<file path="config.mk">
export PLATFORM = sky130hd
export DESIGN_NAME = id_issue_ctrl
export DESIGN_NICKNAME = d
export VERILOG_FILES = /design/src/rtl/id_issue_ctrl.sv
export SDC_FILE = /design/constraint.sdc
export NUM_CORES = 1
export LEC_CHECK = 0
export ABC_AREA = 1
export CAP_MARGIN = 10
export CELL_PAD_IN_SITES_DETAIL_PLACEMENT = 1
export CELL_PAD_IN_SITES_GLOBAL_PLACEMENT = 1
export CORE_MARGIN = 1.5
export CORE_UTILIZATION = 40
export CTS_CLUSTER_SIZE = 12
export DETAILED_ROUTE_END_ITERATION = 8
export GPL_TIMING_DRIVEN = 0
export PLACE_DENSITY_LB_ADDON = 0.08
export SYNTH_ARGS = -nofsm -noshare
export SYNTH_HDL_FRONTEND = slang
export SYNTH_SLANG_ARGS = --single-unit
</file>
<file path="constraint.sdc">
create_clock -name clk -period 2.31 [get_ports clk]
set_clock_uncertainty 0.15 [all_clocks]
set_input_delay 0.231 -clock clk [delete_from_list [all_inputs] [get_ports clk]]
set_output_delay 0.231 -clock clk [all_outputs]
set_load 0.02 [all_outputs]
</file>
<file path="src/rtl/id_issue_ctrl.sv">
// id_issue_ctrl: decode-stage issue/interlock with load scoreboard and mul/div sequencer
module id_issue_ctrl #(
  parameter int GPR_ADR  = 5,
  parameter int GPR_NUM  = 32,
  parameter int LOAD_LAT = 1,
  parameter int CNT_W    = 2,
  parameter int MD_LAT   = 32
) (
  input  logic               clk,
  input  logic               rst_n,
  input  logic               id_valid,
  input  logic               id_flush,
  input  logic [GPR_ADR-1:0] id_rs,
  input  logic [GPR_ADR-1:0] id_rt,
  input  logic               id_use_rs,
  input  logic               id_use_rt,
  input  logic               id_wr_en,
  input  logic [GPR_ADR-1:0] id_wr_addr,
  input  logic [1:0]         id_class,
  input  logic               id_use_hilo,
  input  logic               md_cancel,
  output logic               id_stall,
  output logic               id_issue,
  output logic               md_start,
  output logic               md_busy,
  output logic               md_done,
  output logic [GPR_NUM-1:0] sb_busy
);
  localparam int MD_W = MD_LAT > 1 ? $clog2(MD_LAT) : 1;
  typedef enum logic [1:0] {IDLE, RUN, WB} state_t;
  state_t state;
  logic [CNT_W-1:0] cnt [GPR_NUM];
  logic [MD_W-1:0] md_cnt;
  logic raw_a, raw_b, waw, hilo, strct, ld_set, md_go;
  always_comb begin
    raw_a = id_use_rs && id_rs != '0 && cnt[id_rs] != '0;
    raw_b = id_use_rt && id_rt != '0 && cnt[id_rt] != '0;
    waw = id_wr_en && id_wr_addr != '0 && cnt[id_wr_addr] != '0;
    hilo = id_use_hilo && state != IDLE;
    strct = id_class == 2'd2 && state != IDLE;
    id_stall = id_valid && !id_flush && (raw_a || raw_b || waw || hilo || strct);
    id_issue = id_valid && !id_flush && !id_stall;
    ld_set = id_issue && id_class == 2'd1 && id_wr_en && id_wr_addr != '0;
    md_go = id_issue && id_class == 2'd2;
    for (int i = 0; i < GPR_NUM; i++) sb_busy[i] = cnt[i] != '0;
  end
  // r0 is only ever written by reset, so it stays clear
  always_ff @(posedge clk or negedge rst_n) begin
    if (!rst_n) begin
      for (int i = 0; i < GPR_NUM; i++) cnt[i] <= '0;
    end else begin
      for (int i = 1; i < GPR_NUM; i++)
        cnt[i] <= (ld_set && id_wr_addr == GPR_ADR'(i)) ? CNT_W'(LOAD_LAT) :
                  cnt[i] != '0 ? cnt[i] - CNT_W'(1) : cnt[i];
    end
  end
  always_ff @(posedge clk or negedge rst_n) begin
    if (!rst_n) begin
      state <= IDLE;
      md_cnt <= '0;
      md_start <= 1'b0;
      md_busy <= 1'b0;
      md_done <= 1'b0;
    end else begin
      case (state)
        IDLE: begin
          state <= md_go ? RUN : IDLE;
          md_cnt <= md_go ? MD_W'(MD_LAT - 1) : '0;
          md_start <= md_go;
          md_busy <= md_go;
          md_done <= 1'b0;
        end
        RUN: begin
          md_start <= 1'b0;
          if (md_cancel) begin
            state <= IDLE;
            md_cnt <= '0;
            md_busy <= 1'b0;
          end else if (md_cnt == '0) begin
            state <= WB;
            md_done <= 1'b1;
          end else begin
            md_cnt <= md_cnt - MD_W'(1);
          end
        end
        default: begin
          state <= IDLE;
          md_cnt <= '0;
          md_start <= 1'b0;
          md_busy <= 1'b0;
          md_done <= 1'b0;
        end
      endcase
    end
  end
endmodule

</file>
======== Word-level counts from Yosys, hierarchy flattened ========
Cells that the tools add are included.
Widths: inputs -> output; s select.
operators by class
  equality and inequality tests ........... 39
  $lt $le $gt $ge ......................... 3
  bitwise logic cells ..................... 3
  reduce and logical (&&, ||, !) cells .... 125
  $add $sub $neg .......................... 32
  multiplexer cells ....................... 85
operators with widths
  operator             number
  $mux 2               70
  $reduce_bool 2->1    67
  $eq 5x5->1 const B   16
  $sub 2x1->2 const B  31
  $logic_and 1x1->1    46
  $eq 5x4->1 const B   8
  $bmux 2 s5           3
  $eq 5x3->1 const B   4
  $ge 6x6->1 const B   3
  $not 5->6            3
  $mux 5               3
  $reduce_bool 5->1    3
  $eq 5x2->1 const B   2
  $pmux 5 s2           1
  $mux 1               6
  $ne 2x2->1 const B   3
  $ne 3x3->1 const B   2
  $eq 5x1->1 const B   1
  $logic_not 5->1      1
  $sub 5x1->5 const B  1
  $eq 2x1->1 const B   2
  $logic_or 1x1->1     4
  $pmux 2 s2           1
  $eq 2x2->1 const B   1
  other kinds (4)      5
word-level totals
  bits in registers ....................... 72
  input port bits ......................... 26
  output and inout bits ................... 37
  logic and storage cells ................. 323

======== Depth between registers and ports, before layout ========
Gate-level depths: netlist of the first run.
  word-level depth ........................ 18
  depth in mapped cells ................... 18

======== Least setup slack after synthesis of the first run ========
No wires, ideal clock.
  path type ............................... reg2reg
  start ................................... reg cnt[20] in the netlist's numbering
  end ..................................... reg cnt[21] in the netlist's numbering
  required time ........................... 2039 ps
  arrival time ............................ 1695 ps
  cell stages (with the launch flop) ...... 16
  setup time .............................. 121 ps
  period minus slack after synthesis ...... 1966 ps
  slack ................................... 344 ps
  path through ............................ dfrtp_1 > nor2_1 > nor2_1 > nor2_1 > nand2_1 > nand2_1 > nand2_1 > nor2_1 > nand2_1 > nand2_1 > nand2_1 > nor2_2 > nand4_2 > clkbuf_1 > nor2_1 > nor2_1
on the way
  longest elaborated chain between the ends .. 17
RTL lines
  item                                                line    text
  from (decl)                                         32      logic [CNT_W-1:0] cnt [GPR_NUM];
  from (signal, indexed assignment)                   53      cnt[i] <= (ld_set && id_wr_addr == GPR_ADR'(i)) ? CNT_W'(LOAD_LAT) :
  $bmux 2 s5 (on tied branches)                       36, 37
  $mux 2 (on tied branches) (2 in series)             36, 37
  $reduce_bool 2->1 (on tied branches)                36, 37
  $logic_and 1x1->1 (on tied branches)                36, 37
  $logic_or 1x1->1 (4 in series)                      41      id_stall = id_valid && !id_flush && (raw_a || raw_b || waw || hilo || strct);
  $logic_and 1x1->1                                   41
  $logic_not 1->1                                     42      id_issue = id_valid && !id_flush && !id_stall;
  $logic_and 1x1->1                                   42
  $logic_and 1x1->1 (3 in series)                     43      ld_set = id_issue && id_class == 2'd1 && id_wr_en && id_wr_addr != '0;
  $logic_and 1x1->1                                   53
  $mux 2 / $reduce_bool 2->1 (equally long branches)  --
Several ways; a longest one is shown, not always the timed one. The select of a mux whose other input is x is not followed.
A chain may end at the register's enable or synchronous reset.

======== Worst setup path in the final report of the first run ========
  start ................................... reg cnt[2] in the netlist's numbering
  end ..................................... out id_stall
on the way
  longest elaborated chain between the ends .. 10
RTL lines
  item                                     line    text
  $bmux 2 s5 (on tied branches)            36, 37
  $mux 2 (on tied branches) (2 in series)  36, 37
  $reduce_bool 2->1 (on tied branches)     36, 37
  $logic_and 1x1->1 (on tied branches)     36, 37
  $logic_or 1x1->1                         41
  $logic_or 1x1->1 (*) (3 in series)       41
  $logic_and 1x1->1 (*)                    41
  to (decl)                                22      output logic id_stall,
Mark *: on every way between the ends. The rest lies on a longest branch, timed or not. The select of a mux whose other input is x is not followed.

==> metrics.md, run 1 <==
| Metric | Value |
|---|---|
| Status | finished, violations left |
| Failing checks | negative setup slack |
| Seq/Total Area, Yosys | 0.352 |
| Post-synth EDFFs | 0 |
| CP Max Fanout | 4 |
| # nets final | 923 |
| FMAX | 401 MHz |
| Min-Delay Path Class | input port to async pin |
| R2R depth | 14 |
| H-tree depth | 3 |
| Row count | 41 |
| Iter 0 DRT Violations | 221 |
| Commonest cells in the netlist | nor2_1, nand2_1, inv_1, o21ai_0, dfrtp_1 |
| Pre-CTS setup slack | -1.19 ns |
| Slowest stage delay, CP | 0.42 ns |
| Inserted Diodes | 0 |
| Core area | 0.0126 mm2 |
| CP Capture Type | output port |
| Remaining DRCs | 0 |
| Setup_tns | -1.12 ns |
| Die area | 0.0135 mm2 |
| Worst setup startpoint | cnt[2] |
| Detail Placement HPWL | 13000 um |
| Area Overhead vs Synth | 39.5% |
| Drt first pass iters | 5 |
| Worst VDD drop | 624 uV |
| CP Capture Point | id_stall |
| Number of synthesized register bits | 72 |
| Reg2Reg Launch Point | cnt[2] |
| Die X-Extent | 116 um |
| Routed WL | 19100 um |
| Top_reg_cell synth | dfrtp_1 |
| CTS tree | yes |
| Crit share post-route | 1.08 |
| Num CTS Buffers | 9 |
| DR vias | 5513 |
| Max transition margin | 0.463 |
| Port Buffers | 59 |
| Vias in the first global route | 5569 |
| Non-filler cells, final | 1042 |
| Slowest-stage cell, CP | dfrtp_1 |
| Unrepaired setup endpoints after global routing | yes |
| Total track usage | 0.277 |
| Cells after Synth | 771 |
| Die height | 116 um |
| Synth Area per Inst | 6.65 um2 |
| Setup Crit Path Kind | flip-flop to output port |
| Routed Antenna Nets | 0 |
| Crit path arrival time | 2.11 ns |
| Initial antenna violation count | 0 |
| Final Core Density | 0.569 |
| Ys async rst share | 1.00 |
| Placer Congestion | 0.953 |
| Leakage | 3.55 nW |
| R2R Setup Slk | -0.09 ns |
| Average wire per standard cell | 18.3 um |
| Post-Synthesis Net Count | 829 |
| Worst endpoint required time | 1.93 ns |
| Clk sink count | 72 |
| Synth area leaders | dfrtp_1, nor2_1, nand2_1 |
| Final Hold Vio Count | 0 |
| Most frequent cell after synthesis | nor2_1 |
| Power, Total | 9.08 mW |
| Worst slew pin tran | 0.799 ns |
| Max cap viols | 0 |
| Power Density | 1270 mW/mm2 |
| Post-route setup slack | -0.185 ns |
| Clock root buffer | clkbuf_16 |
| Largest net degree at the start of global routing | 40 |
| Via density | 5.29 |
| Final slew viol count | 0 |
| Ratio of cells with drive above 1 in the final layout | 0.194 |
| Dpl cells | 1003 |
| Critical R2R Capture | cnt[0] |
| Area leader, netlist | dfrtp_1 |
| Critical Path, Cell by Cell | nor2_1 > nor2_1 > nor2_1 > nand3_1 > nand3_1 > nand2_1 > nor2_2 > nor2_4 > nor2_4 > nand2_1 > nand2_1 > inv_1 > buf_6 |
| Ys Warns | 2 |
| Overflow after GRT | 0 |
| I/O pin count | 63 |
| Min cycle time layout | 2.49 ns |
| Later-pin clock latency in the skew report | 0.35 ns |
| Synthesized area | 0.00512 mm2 |
| Post-synth top area share | 0.352 |
| Initial Utilization | 0.408 |
| Clock Path Buffers | 2 |
| Setup Viol. Count Final | 25 |
| Crit start category | flip-flop |
| Synth cell types | 26 |
| First-pass GRT wire length | 28200 um |
| Worst-path clk slew | 0.06 ns |
==> cells by family (layout without fill, tap and decap cells) <==
| logic type | count (synthesis) | in the layout | synth area share |
|---|---|---|---|
| other | 1 | 1 | 0.000732 |
| AO/OA/AOI/OAI | 105 | 105 | 0.105 |
| XOR/XNOR | 32 | 32 | 0.0547 |
| buffers and inverters | 151 | 250 | 0.113 |
| flip-flops | 72 | 72 | 0.352 |
| adder cells (fa/ha/maj) | 32 | 32 | 0.0781 |
| AND/OR/NAND/NOR | 378 | 378 | 0.296 |
==> power by group <==
group	leakage (nW)	internal (mW)	switching (mW)
Sequential	0.853	1.89	0.619
Combinational	2.53	2.13	2.86
Clock	0.165	1.00	0.582
==> layout by cell type (no fill, tap or decap), drive strengths merged <==
cell type,n
xor2,32
clkdlybuf4s15,2
nand2,153
dfrtp,72
bufinv,2
a22oi,1
nand3,55
inv,132
nor3,2
o41ai,2
o211ai,1
buf,32
ha,32
dlymetal6s2s,2
dlygate4sd3,1
o21a,1
clkinv,5
nand3b,1
nand4,4
or2,1
dlygate4sd2,1
a21oi,14
clkbuf,24
conb,1
o21ai,86
nor2,162
clkdlybuf4s50,49
==> metrics by stage <==
stage / hold WS (ns) / instance area, um2
2_1_floorplan: -0.215 / 5120
4_1_cts: 0.250 / 6530
3_5_place_dp: 0.0773 / 5950
3_3_place_gp: 0.315 / 5930
5_1_grt: 0.278 / 7150
6_report: 0.239 / 7150
==> timing repair <==
action | CTS | global route
endpoints found under the hold margin | 33 | 0
cloned | 0 | 5
setup endpoints to repair | 72 | 72
pin swaps | 9 | 7
buffers inserted | 13 | 5
gates resized for setup | 75 | 168
hold buffers | 1 | 0
==> worst min path at each step <==
stage	to	start
after detailed placement	cnt[38]	rst_n
after CTS	cnt[38]	rst_n
after floorplan	cnt[0]	rst_n
after global routing	cnt[38]	rst_n
final	cnt[38]	rst_n
after global placement	md_busy	md_busy
==> layer usage <==
layer | up-vias | track usage | wire (um) | part of all wire
met2 | 141 | 0.484 | 9670 | 0.51
met3 | 50 | 0.0363 | 731 | 0.038
li1 | 2587 | - | - | -
met1 | 2735 | 0.342 | 7960 | 0.42
met4 | 0 | 0.125 | 723 | 0.038
met5 | - | 0 | 0 | 0
==> layout make-up <==
cell class / count / area, um2
Buffer: 17 / 194
Clock buffer: 11 / 253
Clock inverter: 5 / 78.8
Fill cell: 1556 / 5420
Inverter: 134 / 504
Multi-Input combinational cell: 548 / 3200
Sequential cell: 72 / 1800
Tap cell: 172 / 215
Timing Repair Buffer: 83 / 900
==> critical path, delay by kind of cell, from the launching register on <==
kind / cells / cell delay (ns)
simple gates: 11 / 1.18
flops: 1 / 0.42
buf+inv: 2 / 0.17
==> registers in the layout (all words and copies together) (netlist names) <==
| register | flops |
|---|---|
| cnt | 62 |
| state | 2 |
| md_done | 1 |
| md_busy | 1 |
| md_cnt | 5 |
| md_start | 1 |
No activity file was read; power rests on OpenSTA's default activity.
==> run 2, diff against run 1 <==
Settings changed: CTS_CLUSTER_SIZE 12 to 25.
==> results of run 2 <==
No change in the layout: final DEF, timing and power equal those of run 1.
